`config.mk`:
```
export PLATFORM = sky130hd
export DESIGN_NAME = gray_counter_param
export DESIGN_NICKNAME = d
export VERILOG_FILES = /design/src/rtl/gray_counter_param.sv
export SDC_FILE = /design/constraint.sdc
export NUM_CORES = 1
export LEC_CHECK = 0
export ABC_AREA = 1
export BUFFER_PORTS_ARGS = -buffer_cell sky130_fd_sc_hd__buf_2
export CORE_AREA = 3 3 40 42
export CTS_BUF_LIST = sky130_fd_sc_hd__clkbuf_8 sky130_fd_sc_hd__clkbuf_16
export DETAILED_ROUTE_END_ITERATION = 10
export DIE_AREA = 0 0 43 45
export PLACE_DENSITY_LB_ADDON = 0.1
export SYNTH_ARGS = -nofsm -noshare
export SYNTH_HDL_FRONTEND = slang
export SYNTH_SLANG_ARGS = --single-unit
```
`constraint.sdc`:
```
create_clock -name Clk -period 1.69 [get_ports Clk]
set_clock_uncertainty 0.15 [all_clocks]
set_input_delay 0.0845 -clock Clk [delete_from_list [all_inputs] [get_ports Clk]]
set_output_delay 0.0845 -clock Clk [all_outputs]
set_load 0.005 [all_outputs]
```
`src/rtl/gray_counter_param.sv`:
```
// Parametrised up/down binary counter with Gray view, parallel load, wrap or saturate at
// the ends, sticky overflow/underflow flags and a registered one-cycle wrap pulse.
module gray_counter_param #(
    parameter int unsigned WIDTH    = 3,
    parameter bit          SATURATE = 1'b0
) (
    input  logic             Clk,
    input  logic             Reset,
    input  logic             En,
    input  logic             Up,
    input  logic             Load,
    input  logic [WIDTH-1:0] LoadVal,
    input  logic             ClrFlag,
    output logic [WIDTH-1:0] Gray,
    output logic [WIDTH-1:0] Bin,
    output logic             Overflow,
    output logic             Underflow,
    output logic             Wrap
);

    localparam logic [WIDTH-1:0] MaxVal = {WIDTH{1'b1}};
    localparam logic [WIDTH-1:0] One    = WIDTH'(1);

    logic [WIDTH-1:0] cnt_q, cnt_d;
    logic             ovf_q, ovf_d;
    logic             udf_q, udf_d;
    logic             wrap_q, wrap_d;

    logic at_max, at_zero, ovf_evt, udf_evt;

    assign at_max  = (cnt_q == MaxVal);
    assign at_zero = (cnt_q == '0);
    // Boundary events only count when a real step is requested; Load takes precedence.
    assign ovf_evt = !Load && En && Up && at_max;
    assign udf_evt = !Load && En && !Up && at_zero;

    always_comb begin
        cnt_d  = cnt_q;
        wrap_d = 1'b0;
        if (Load) begin
            cnt_d = LoadVal;
        end else if (En) begin
            if (Up) begin
                if (at_max && SATURATE) begin
                    cnt_d = cnt_q;
                end else begin
                    cnt_d  = cnt_q + One;
                    wrap_d = at_max;
                end
            end else begin
                if (at_zero && SATURATE) begin
                    cnt_d = cnt_q;
                end else begin
                    cnt_d  = cnt_q - One;
                    wrap_d = at_zero;
                end
            end
        end
    end

    // Set beats clear when both land on the same edge.
    assign ovf_d = ovf_evt || (ovf_q && !ClrFlag);
    assign udf_d = udf_evt || (udf_q && !ClrFlag);

    always_ff @(posedge Clk) begin
        if (Reset) begin
            cnt_q  <= '0;
            ovf_q  <= 1'b0;
            udf_q  <= 1'b0;
            wrap_q <= 1'b0;
        end else begin
            cnt_q  <= cnt_d;
            ovf_q  <= ovf_d;
            udf_q  <= udf_d;
            wrap_q <= wrap_d;
        end
    end

    assign Bin       = cnt_q;
    assign Gray      = cnt_q ^ (cnt_q >> 1);
    assign Overflow  = ovf_q;
    assign Underflow = udf_q;
    assign Wrap      = wrap_q;

endmodule
```
==> results.txt, run 1 <==
clock-pin slew on the worst setup and hold paths = 0.03 ns
Cell variety after synth = 15
final wirelength = 834 um
post-placement setup slack = 0.282 ns
I/O pin total = 18
Worst EP arrival = 1.36 ns
Post-CTS Setup Bufs = 0
TritonCTS Buffers = 3
Total GRT Usage = 9.51%
mean area per synthesized cell = 7.06 um2
share of cells above drive strength 1 = 32.4%
TritonCTS clock tree = done
Setup Crit Path Kind = register to register
post-synth top area cell = dfxtp_1
Reg area = 120 um2
Post-Synthesis Cells = 50
unrepaired setup endpoints after global routing = no
vias in the first global route = 331
Peak VDD IR = 0.884 mV
Mapped Area = 353 um2
Final period util = 82.8%
Final Power = 444 uW
Hold Buf Count CTS = 2
post-route ant nets = 0
First-pass DRT Iterations = 1
Residual DRC = 0
Yosys warning total = 0
most frequent cells in the layout = 17 x buf_2, 16 x nand2_1, 9 x inv_1
WP data required = 1.65 ns
relative slew slack = 79.9%
Startpoint Class = register
root buffer cell = clkbuf_8
post-CTS sizing = 0
worst skew pair latency = 0.22 ns
area share of the largest cell type after synthesis = 34.0%
Hold Path Class = input port to register
Final nets = 85
Seq/Total Area, Yosys = 34.0%
Worst-Margin Slew = 0.301 ns
setup total negative slack = 0 ns
clk sink count = 6
top post-synthesis cells by area = dfxtp_1 34%, nand2_1 17%, inv_1 9.6%
Worst Path Max Fanout = 6
Post-Syn Nets = 62
pwr/cell area = 870 nW/um2
Static Leak = 0.000286 uW
max_cap viols = 0
setup ws final = 0.291 ns
Post-DP Area = 449 um2
initial antenna violation count = 0
GRT Residual Overflow = 0
Final min period = 1.40 ns
antenna cells = 0
Starting Density = 27.5%
IO Port Bufs = 17
Slew Viols, Final = 0
Area Overhead vs Synth = 44.7%
full die area = 1940 um2
post-layout util = 39.7%
largest net degree at the start of global routing = 9
drt wl/cell = 9.70 um
FILL cells = 156
area of the multi-input gates = 188 um2
post-synthesis register bit count = 6
Final Hold Viols = 0
status = finished clean
via count of the routed design = 379
Clock Tree Buf Depth = 2
width of the chip = 43 um
drt first-iter violations = 0
FMAX = 715 MHz
GPL Wtd Cong = 0.731
Crit. End Element = register
H-tree levels = 1
Core Region = 1280 um2
post-DP HPWL = 655 um
Die H = 45 um
first-pass GRT wire length = 1360 um
commonest non-fill, non-tap cell in the layout = buf_2
via/cell ratio = 4.41
setup violators final = 0
Design Area, Final = 510 um2
row cnt = 13
-- per-stage QoR --
stage	instances	hold slack (ns)
2_1_floorplan	50	-0.00306
3_3_place_gp	81	0.166
3_5_place_dp	81	0.163
4_1_cts	86	0.0249
5_1_grt	86	0.0547
6_report	86	0.0162
-- final cells by class --
cell class | count | share of cell area (%)
multi-input cells | 33 | 36.8
well taps | 15 | 3.68
clock buffers | 3 | 8.09
repair buffers | 19 | 20.6
flip-flops and latches | 6 | 23.5
inverters | 10 | 7.35
-- report_power, final --
group          total, uW  leakage [uW]  switching [uW]  internal [uW]
logic               76.9      0.000216            38.9           38.0
clock network        207     0.0000216            54.7            152
registers            160     0.0000491            10.9            149
total                444      0.000286             105            340
-- sequential cells by signal (all words and copies together) (netlist names) --
name and flops:
Underflow 1, Overflow 1, Wrap 1, Bin 3
-- logic make-up (layout without fill, tap and decap cells) --
| logic type | count (synthesis) | in the layout | share of synthesized area, % |
|---|---|---|---|
| flip-flops | 6 | 6 | 34.0 |
| AO/OA/AOI/OAI | 5 | 5 | 8.87 |
| adder cells (fa/ha/maj) | 3 | 3 | 12.8 |
| XOR/XNOR | 1 | 1 | 2.48 |
| buffers and inverters | 11 | 32 | 12.8 |
| AND/OR/NAND/NOR | 24 | 24 | 29.1 |
-- cells in the mapped netlist (all sizes together) --
cell type / instances
dfxtp: 6
buf: 1
ha: 2
inv: 10
fa: 1
nand4: 2
a21oi: 4
xor2: 1
nand2: 16
nand3: 4
a22oi: 1
nor2: 2
-- worst paths after layout --
| kind | slack [ns] | startpoint | depth (start not counted) | to |
|---|---|---|---|---|
| worst max-delay path | 0.29 | Bin[1]$_SDFFE_PP0P_ | 5 | Bin[1]$_SDFFE_PP0P_ |
| worst min-delay path | 0.02 | LoadVal[0] | 5 | Bin[0]$_SDFFE_PP0P_ |
| worst max register to register | 0.29 | Bin[1]$_SDFFE_PP0P_ | 5 | Bin[1]$_SDFFE_PP0P_ |
| worst min register to register | 0.31 | Overflow$_SDFF_PP0_ | 2 | Overflow$_SDFF_PP0_ |
-- metal layers --
layer	track usage [%]	up-vias	share of wire, %
li1	-	196	-
met1	11.4	174	40
met2	15.0	9	51
met3	5.58	0	8.8
met4	1.81	0	0
met5	0	-	0
-- worst max-delay path, cell delays in order (launching register included) --
cell     delay [ns]
dfxtp_1        0.44
fa_1           0.46
nand2_1        0.08
nand3_1        0.07
nand2_1        0.06
inv_1          0.03
No activity file was read; power rests on OpenSTA's default activity.
==> inputs of run 2 (changes only) <==
- clock period: 1.69 -> 1.3 ns (I/O delays scaled with it)
==> results.txt, run 2 (synthesized netlist as in run 1, its figures left out) <==
status = complete, but fails checks (was finished clean)
failing checks = hold timing
Worst-Margin Slew = 0.205 ns (was 0.301 ns)
setup violators final = 0 (unchanged)
First-pass DRT Iterations = 4 (was 1)
Setup Crit Path Kind = register to register (unchanged)
via count of the routed design = 401 (was 379)
Core Region = 1280 um2 (unchanged)
Slew Viols, Final = 0 (unchanged)
placed cell count = 85 (was 81)
most frequent cells in the layout = 16 x nand2_1, 16 x buf_2, 6 x inv_1 (was 17 x buf_2, 16 x nand2_1, 9 x inv_1)
clk sink count = 6 (unchanged)
Worst Path Max Fanout = 2 (was 6)
pwr/cell area = 1040 nW/um2 (was 870 nW/um2)
relative slew slack = 86.3% (was 79.9%)
Post-Layout Cell Count = 93 (was 86)
antenna cells = 0 (unchanged)
final wirelength = 885 um (was 834 um)
root buffer cell = clkbuf_8 (unchanged)
Worst EP arrival = 1.29 ns (was 1.36 ns)
Logic pwr share = 23.5% (was 17.3%)
top sig layer = met4 (was met3)
vias in the first global route = 357 (was 331)
WL met2 = 426 um (was 424 um)
TritonCTS clock tree = done (unchanged)
Residual DRC = 0 (unchanged)
Final min period = 1.28 ns (was 1.40 ns)
TritonCTS Buffers = 3 (unchanged)
unrepaired setup endpoints after global routing = yes (was no)
Peak VDD IR = 0.555 mV (was 0.884 mV)
full die area = 1940 um2 (unchanged)
post-route ant nets = 0 (unchanged)
Metal-1 WL = 389 um (was 336 um)
Largest delay share family, worst path = adder cells (unchanged)
sequence of cells on the critical path = fa_2 > nand2_1 > nand3_1 > nand2_1 > inv_1 (was fa_1 > nand2_1 > nand3_1 > nand2_1 > inv_1)
wire length on met3 = 56 um (was 73 um)
FMAX = 784 MHz (was 715 MHz)
share of cells above drive strength 1 = 48.7% (was 32.4%)
Power Internal = 477 uW (was 340 uW)
switching part of the total = 24.5% (was 23.5%)
Final Hold Viols = 1 (was 0)
max_cap viols = 0 (unchanged)
Final period util = 98.2% (was 82.8%)
clock group share of total power = 43.8% (was 46.6%)
worst skew pair latency = 0.22 ns (about the same)
CP bufs+invs = 1 (unchanged)
largest net degree at the start of global routing = 9 (unchanged)
P_sw = 155 uW (was 105 uW)
row cnt = 13 (unchanged)
setup total negative slack = 0 ns (unchanged)
FILL cells = 130 (was 156)
Final nets = 92 (was 85)
post-placement setup slack = 0.0180 ns (was 0.282 ns)
GPL Wtd Cong = 0.728 (was 0.731)
WP data required = 1.31 ns (was 1.65 ns)
I/O pin total = 18 (unchanged)
CP max-delay cell = fa_2 (was fa_1)
Total GRT Usage = 10.7% (was 9.51%)
via/cell ratio = 4.31 (was 4.41)
max FFs per register = 3 (unchanged)
Crit. End Element = register (unchanged)
setup ws final = 0.0237 ns (was 0.291 ns)
minimum hold slack = -0.00733 ns (was 0.0162 ns)
post-DP HPWL = 690 um (was 655 um)
H-tree levels = 1 (unchanged)
max incr delay on CP = 0.52 ns (was 0.46 ns)
Worst path most repeated cell = nand2_1 (unchanged)
drt wl/cell = 9.52 um (was 9.70 um)
IO Port Bufs = 17 (unchanged)
width of the chip = 43 um (unchanged)
Clock Tree Buf Depth = 2 (unchanged)
clock-pin slew on the worst setup and hold paths = 0.04 ns (was 0.03 ns)
Area Overhead vs Synth = 72.0% (was 44.7%)
GRT Residual Overflow = 0 (unchanged)
Reg power frac = 32.6% (was 36.1%)
Die H = 45 um (unchanged)
initial antenna violation count = 0 (unchanged)
first-pass GRT wire length = 1540 um (was 1360 um)
drt first-iter violations = 5 (was 0)
Static Leak = 0.000328 uW (was 0.000286 uW)
Starting Density = 27.5% (unchanged)
Hold Path Class = input port to register (unchanged)
post-layout util = 47.2% (was 39.7%)
Startpoint Class = register (unchanged)
[run 2: changes by cell type in the layout (fill, tap and decap cells not counted), sizes merged]
| cell | change |
|---|---|
| buf | +6 |
| dlygate4sd3 | +1 |
[run 2: worst register-to-register path: stages, from the launching register on]
cell     delay (ns)
dfxtp_2        0.33
fa_2           0.52
nand2_1        0.06
nand3_1        0.07
nand2_1        0.05
inv_1          0.04
[run 2: power groups by stage]
stage / Clock [uW] / Sequential, uW / Combinational [uW]
after floorplan: 0 / 210 / 53.8
after global placement: 0 / 207 / 114
after detailed placement: 0 / 207 / 113
after CTS: 283 / 206 / 131
after global routing: 290 / 208 / 167
final: 277 / 206 / 149
[run 2: final timing paths]
kind                                          start                   to  slack [ns]  depth (start not counted)
worst max-delay path            Bin[0]$_SDFFE_PP0P_  Bin[1]$_SDFFE_PP0P_        0.02                          5
worst min-delay path                     LoadVal[2]  Bin[2]$_SDFFE_PP0P_      -0.007                          3
worst max register to register  Bin[0]$_SDFFE_PP0P_  Bin[1]$_SDFFE_PP0P_        0.02                          5
worst min register to register  Overflow$_SDFF_PP0_  Overflow$_SDFF_PP0_        0.31                          2
[run 2: metrics by stage]
stage          total power, uW  instance area [um2]
6_report                   632                  607
5_1_grt                    665                  607
4_1_cts                    620                  578
3_5_place_dp               320                  480
3_3_place_gp               321                  480
2_1_floorplan              264                  354
[run 2: cell type report]
cell class / instances / area [um2] / area share [%]
Multi-Input combinational cell: 33 / 208 / 34.2
Timing Repair Buffer: 26 / 178 / 29.3
Sequential cell: 6 / 124 / 20.4
Clock buffer: 3 / 41.3 / 6.80
Inverter: 10 / 37.5 / 6.19
Tap cell: 15 / 18.8 / 3.09
[run 2: what timing repair did]
item                                   CTS  global route
hold buffers                             3             0
endpoints found under the hold margin    5             0
setup endpoints to repair                2             4
buffers inserted                         2             0
pin swaps                                1             3
resized for setup                        5             7
[run 2: per-layer routing]
| layer | up-vias | GRT usage [%] |
|---|---|---|
| li1 | 213 | - |
| met1 | 177 | 12.9 |
| met2 | 9 | 16.8 |
| met3 | 2 | 3.98 |
| met4 | 0 | 5.42 |
| met5 | - | 0 |
==> inputs of run 3 (changes only) <==
- BUFFER_PORTS_ARGS: -buffer_cell sky130_fd_sc_hd__buf_2 -> unset
- DONT_BUFFER_PORTS: unset -> 1
- HOLD_SLACK_MARGIN: unset -> 0.08
==> results.txt, run 3 (synthesized netlist as in run 1, its figures left out) <==
status = finished clean (was complete, but fails checks)
vias in the first global route = 303 (was 357)
Post-CTS Setup Bufs = 0 (was 2)
unrepaired setup endpoints after global routing = yes (unchanged)
Starting Density = 27.5% (unchanged)
final wirelength = 915 um (was 885 um)
commonest non-fill, non-tap cell in the layout = nand2_1
largest net degree at the start of global routing = 7 (was 9)
setup ws final = 0.0331 ns (was 0.0237 ns)
area of the multi-input gates = 200 um2 (was 208 um2)
antenna cells = 0 (unchanged)
Residual DRC = 0 (unchanged)
worst r2r path cells = 5 (unchanged)
initial antenna violation count = 0 (unchanged)
most frequent cells in the layout = 16 x nand2_1, 9 x dlygate4sd3_1, 8 x inv_1 (was 16 x nand2_1, 16 x buf_2, 6 x inv_1)
worst skew pair latency = 0.22 ns (about the same)
row cnt = 13 (unchanged)
Design Area, Final = 533 um2 (was 607 um2)
setup violators final = 0 (unchanged)
Clock Tree Buf Depth = 2 (unchanged)
Final min period = 1.27 ns (was 1.28 ns)
post-route ant nets = 0 (unchanged)
via count of the routed design = 348 (was 401)
Total GRT Usage = 10.0% (was 10.7%)
minimum hold slack = 0.165 ns (was -0.00733 ns)
drt first-iter violations = 10 (was 5)
Core Region = 1280 um2 (unchanged)
CP max-delay cell = fa_2 (unchanged)
GPL Wtd Cong = 0.665 (was 0.728)
root buffer cell = clkbuf_8 (unchanged)
drt wl/cell = 11.6 um (was 9.52 um)
clk sink count = 6 (unchanged)
FILL cells = 133 (was 130)
Final Hold Viols = 0 (was 1)
Worst EP arrival = 1.28 ns (was 1.29 ns)
Worst Path Max Fanout = 2 (unchanged)
share of cells above drive strength 1 = 21.9% (was 48.7%)
max_cap viols = 0 (unchanged)
H-tree levels = 1 (unchanged)
max FFs per register = 3 (unchanged)
Worst-Margin Slew = 0.238 ns (was 0.205 ns)
sequence of cells on the critical path = fa_2 > nand2_1 > nand3_1 > nand2_1 > inv_1 (unchanged)
Setup Crit Path Kind = register to register (unchanged)
width of the chip = 43 um (unchanged)
Final nets = 78 (was 92)
First-pass DRT Iterations = 2 (was 4)
Final period util = 97.5% (was 98.2%)
TritonCTS Buffers = 3 (unchanged)
Area Overhead vs Synth = 51.1% (was 72.0%)
Post-DP Area = 388 um2 (was 480 um2)
first-pass GRT wire length = 1330 um (was 1540 um)
Hold Path Cell Cnt = 6 (was 3)
R2R Setup Slk = 0.03 ns (was 0.02 ns)
Worst Hold Launch = Up (was LoadVal[2])
pwr/cell area = 1110 nW/um2 (was 1040 nW/um2)
relative slew slack = 84.1% (was 86.3%)
IO Port Bufs = 0 (was 17)
max incr delay on CP = 0.52 ns (about the same)
worst r2r src = Bin[0]$_SDFFE_PP0P_ (unchanged)
WHS Endpoint = Bin[2]$_SDFFE_PP0P_ (unchanged)
full die area = 1940 um2 (unchanged)
Startpoint Class = register (unchanged)
Crit. End Element = register (unchanged)
clock-pin slew on the worst setup and hold paths = 0.04 ns (about the same)
Static Leak = 0.000257 uW (was 0.000328 uW)
TritonCTS clock tree = done (unchanged)
Slew Viols, Final = 0 (unchanged)
Die H = 45 um (unchanged)
post-placement setup slack = -0.000413 ns (was 0.0180 ns)
FMAX = 789 MHz (was 784 MHz)
reg2reg end = Bin[1]$_SDFFE_PP0P_ (unchanged)
Peak VDD IR = 0.819 mV (was 0.555 mV)
Worst path most repeated cell = nand2_1 (unchanged)
Reg area = 123 um2 (was 124 um2)
WP data required = 1.31 ns (about the same)
Hold Path Class = input port to register (unchanged)
GRT Residual Overflow = 0 (unchanged)
I/O pin total = 18 (unchanged)
via/cell ratio = 4.41 (was 4.31)
post-DP HPWL = 706 um (was 690 um)
[run 3: cell count changes in the layout (fill, tap and decap cells not counted), moves of 2 or more]
cell           change
buf_2             -16
buf_6              -4
dlygate4sd3_1      +6
inv_1              +2
inv_2              -2
[run 3: worst max path at each step]
stage | startpoint | end | cells after the start
global route | Bin[0]$_SDFFE_PP0P_ | Bin[1]$_SDFFE_PP0P_ | 5
floorplan | Bin[0]$_SDFFE_PP0P_ | Bin[1]$_SDFFE_PP0P_ | 5
detailed placement | Bin[0]$_SDFFE_PP0P_ | Bin[2]$_SDFFE_PP0P_ | 6
CTS | Bin[0]$_SDFFE_PP0P_ | Bin[1]$_SDFFE_PP0P_ | 5
global placement | Bin[0]$_SDFFE_PP0P_ | Bin[2]$_SDFFE_PP0P_ | 6
finish | Bin[0]$_SDFFE_PP0P_ | Bin[1]$_SDFFE_PP0P_ | 5
[run 3: final cells by class]
class / instances / share of cell area [%]
Inverter: 10 / 7.04
Sequential cell: 6 / 23.0
Clock buffer: 3 / 7.75
Multi-Input combinational cell: 33 / 37.6
Timing Repair Buffer: 12 / 21.1
Tap cell: 15 / 3.52
[run 3: critical path: cells and delay by family (launching register included)]
| family | cells | cell delay [ns] |
|---|---|---|
| buf+inv | 1 | 0.04 |
| simple gates | 3 | 0.18 |
| fa+ha+maj | 1 | 0.52 |
| flops | 1 | 0.32 |
[run 3: layer usage]
| metal | global-route usage [%] | wire length (um) | vias to the layer above |
|---|---|---|---|
| met2 | 15.3 | 436 | 11 |
| met3 | 7.97 | 78 | 0 |
| li1 | - | - | 184 |
| met1 | 11.1 | 399 | 153 |
| met5 | 0 | 0 | - |
| met4 | 1.81 | 0 | 0 |
[run 3: stage by stage]
step / total power [uW] / utilization, % / setup TNS [ns] / std cells
floorplan: 264 / - / 0 / 50
global placement: 289 / 30.2 / -0.00453 / 67
detailed placement: 288 / 30.2 / -0.000413 / 67
CTS: 595 / 40.7 / 0 / 79
global route: 625 / 41.5 / -0.0246 / 79
finish: 591 / 41.5 / 0 / 79
[run 3: power breakdown]
part | leakage (uW) | total, uW | switching [uW] | internal, uW
clock | 0.0000216 | 273 | 74.2 | 198
combinational | 0.000186 | 114 | 59.4 | 54.7
sequential | 0.0000498 | 204 | 8.83 | 195
total | 0.000257 | 591 | 142 | 448
[run 3: repair_timing]
item / 4_1_cts / 5_1_grt
pin swaps: 0 / 4
gates cloned: 0 / 0
hold buffers: 9 / 0
resized for setup: 2 / 3
hold endpoints to repair: 6 / 0
setup endpoints to repair: 1 / 3
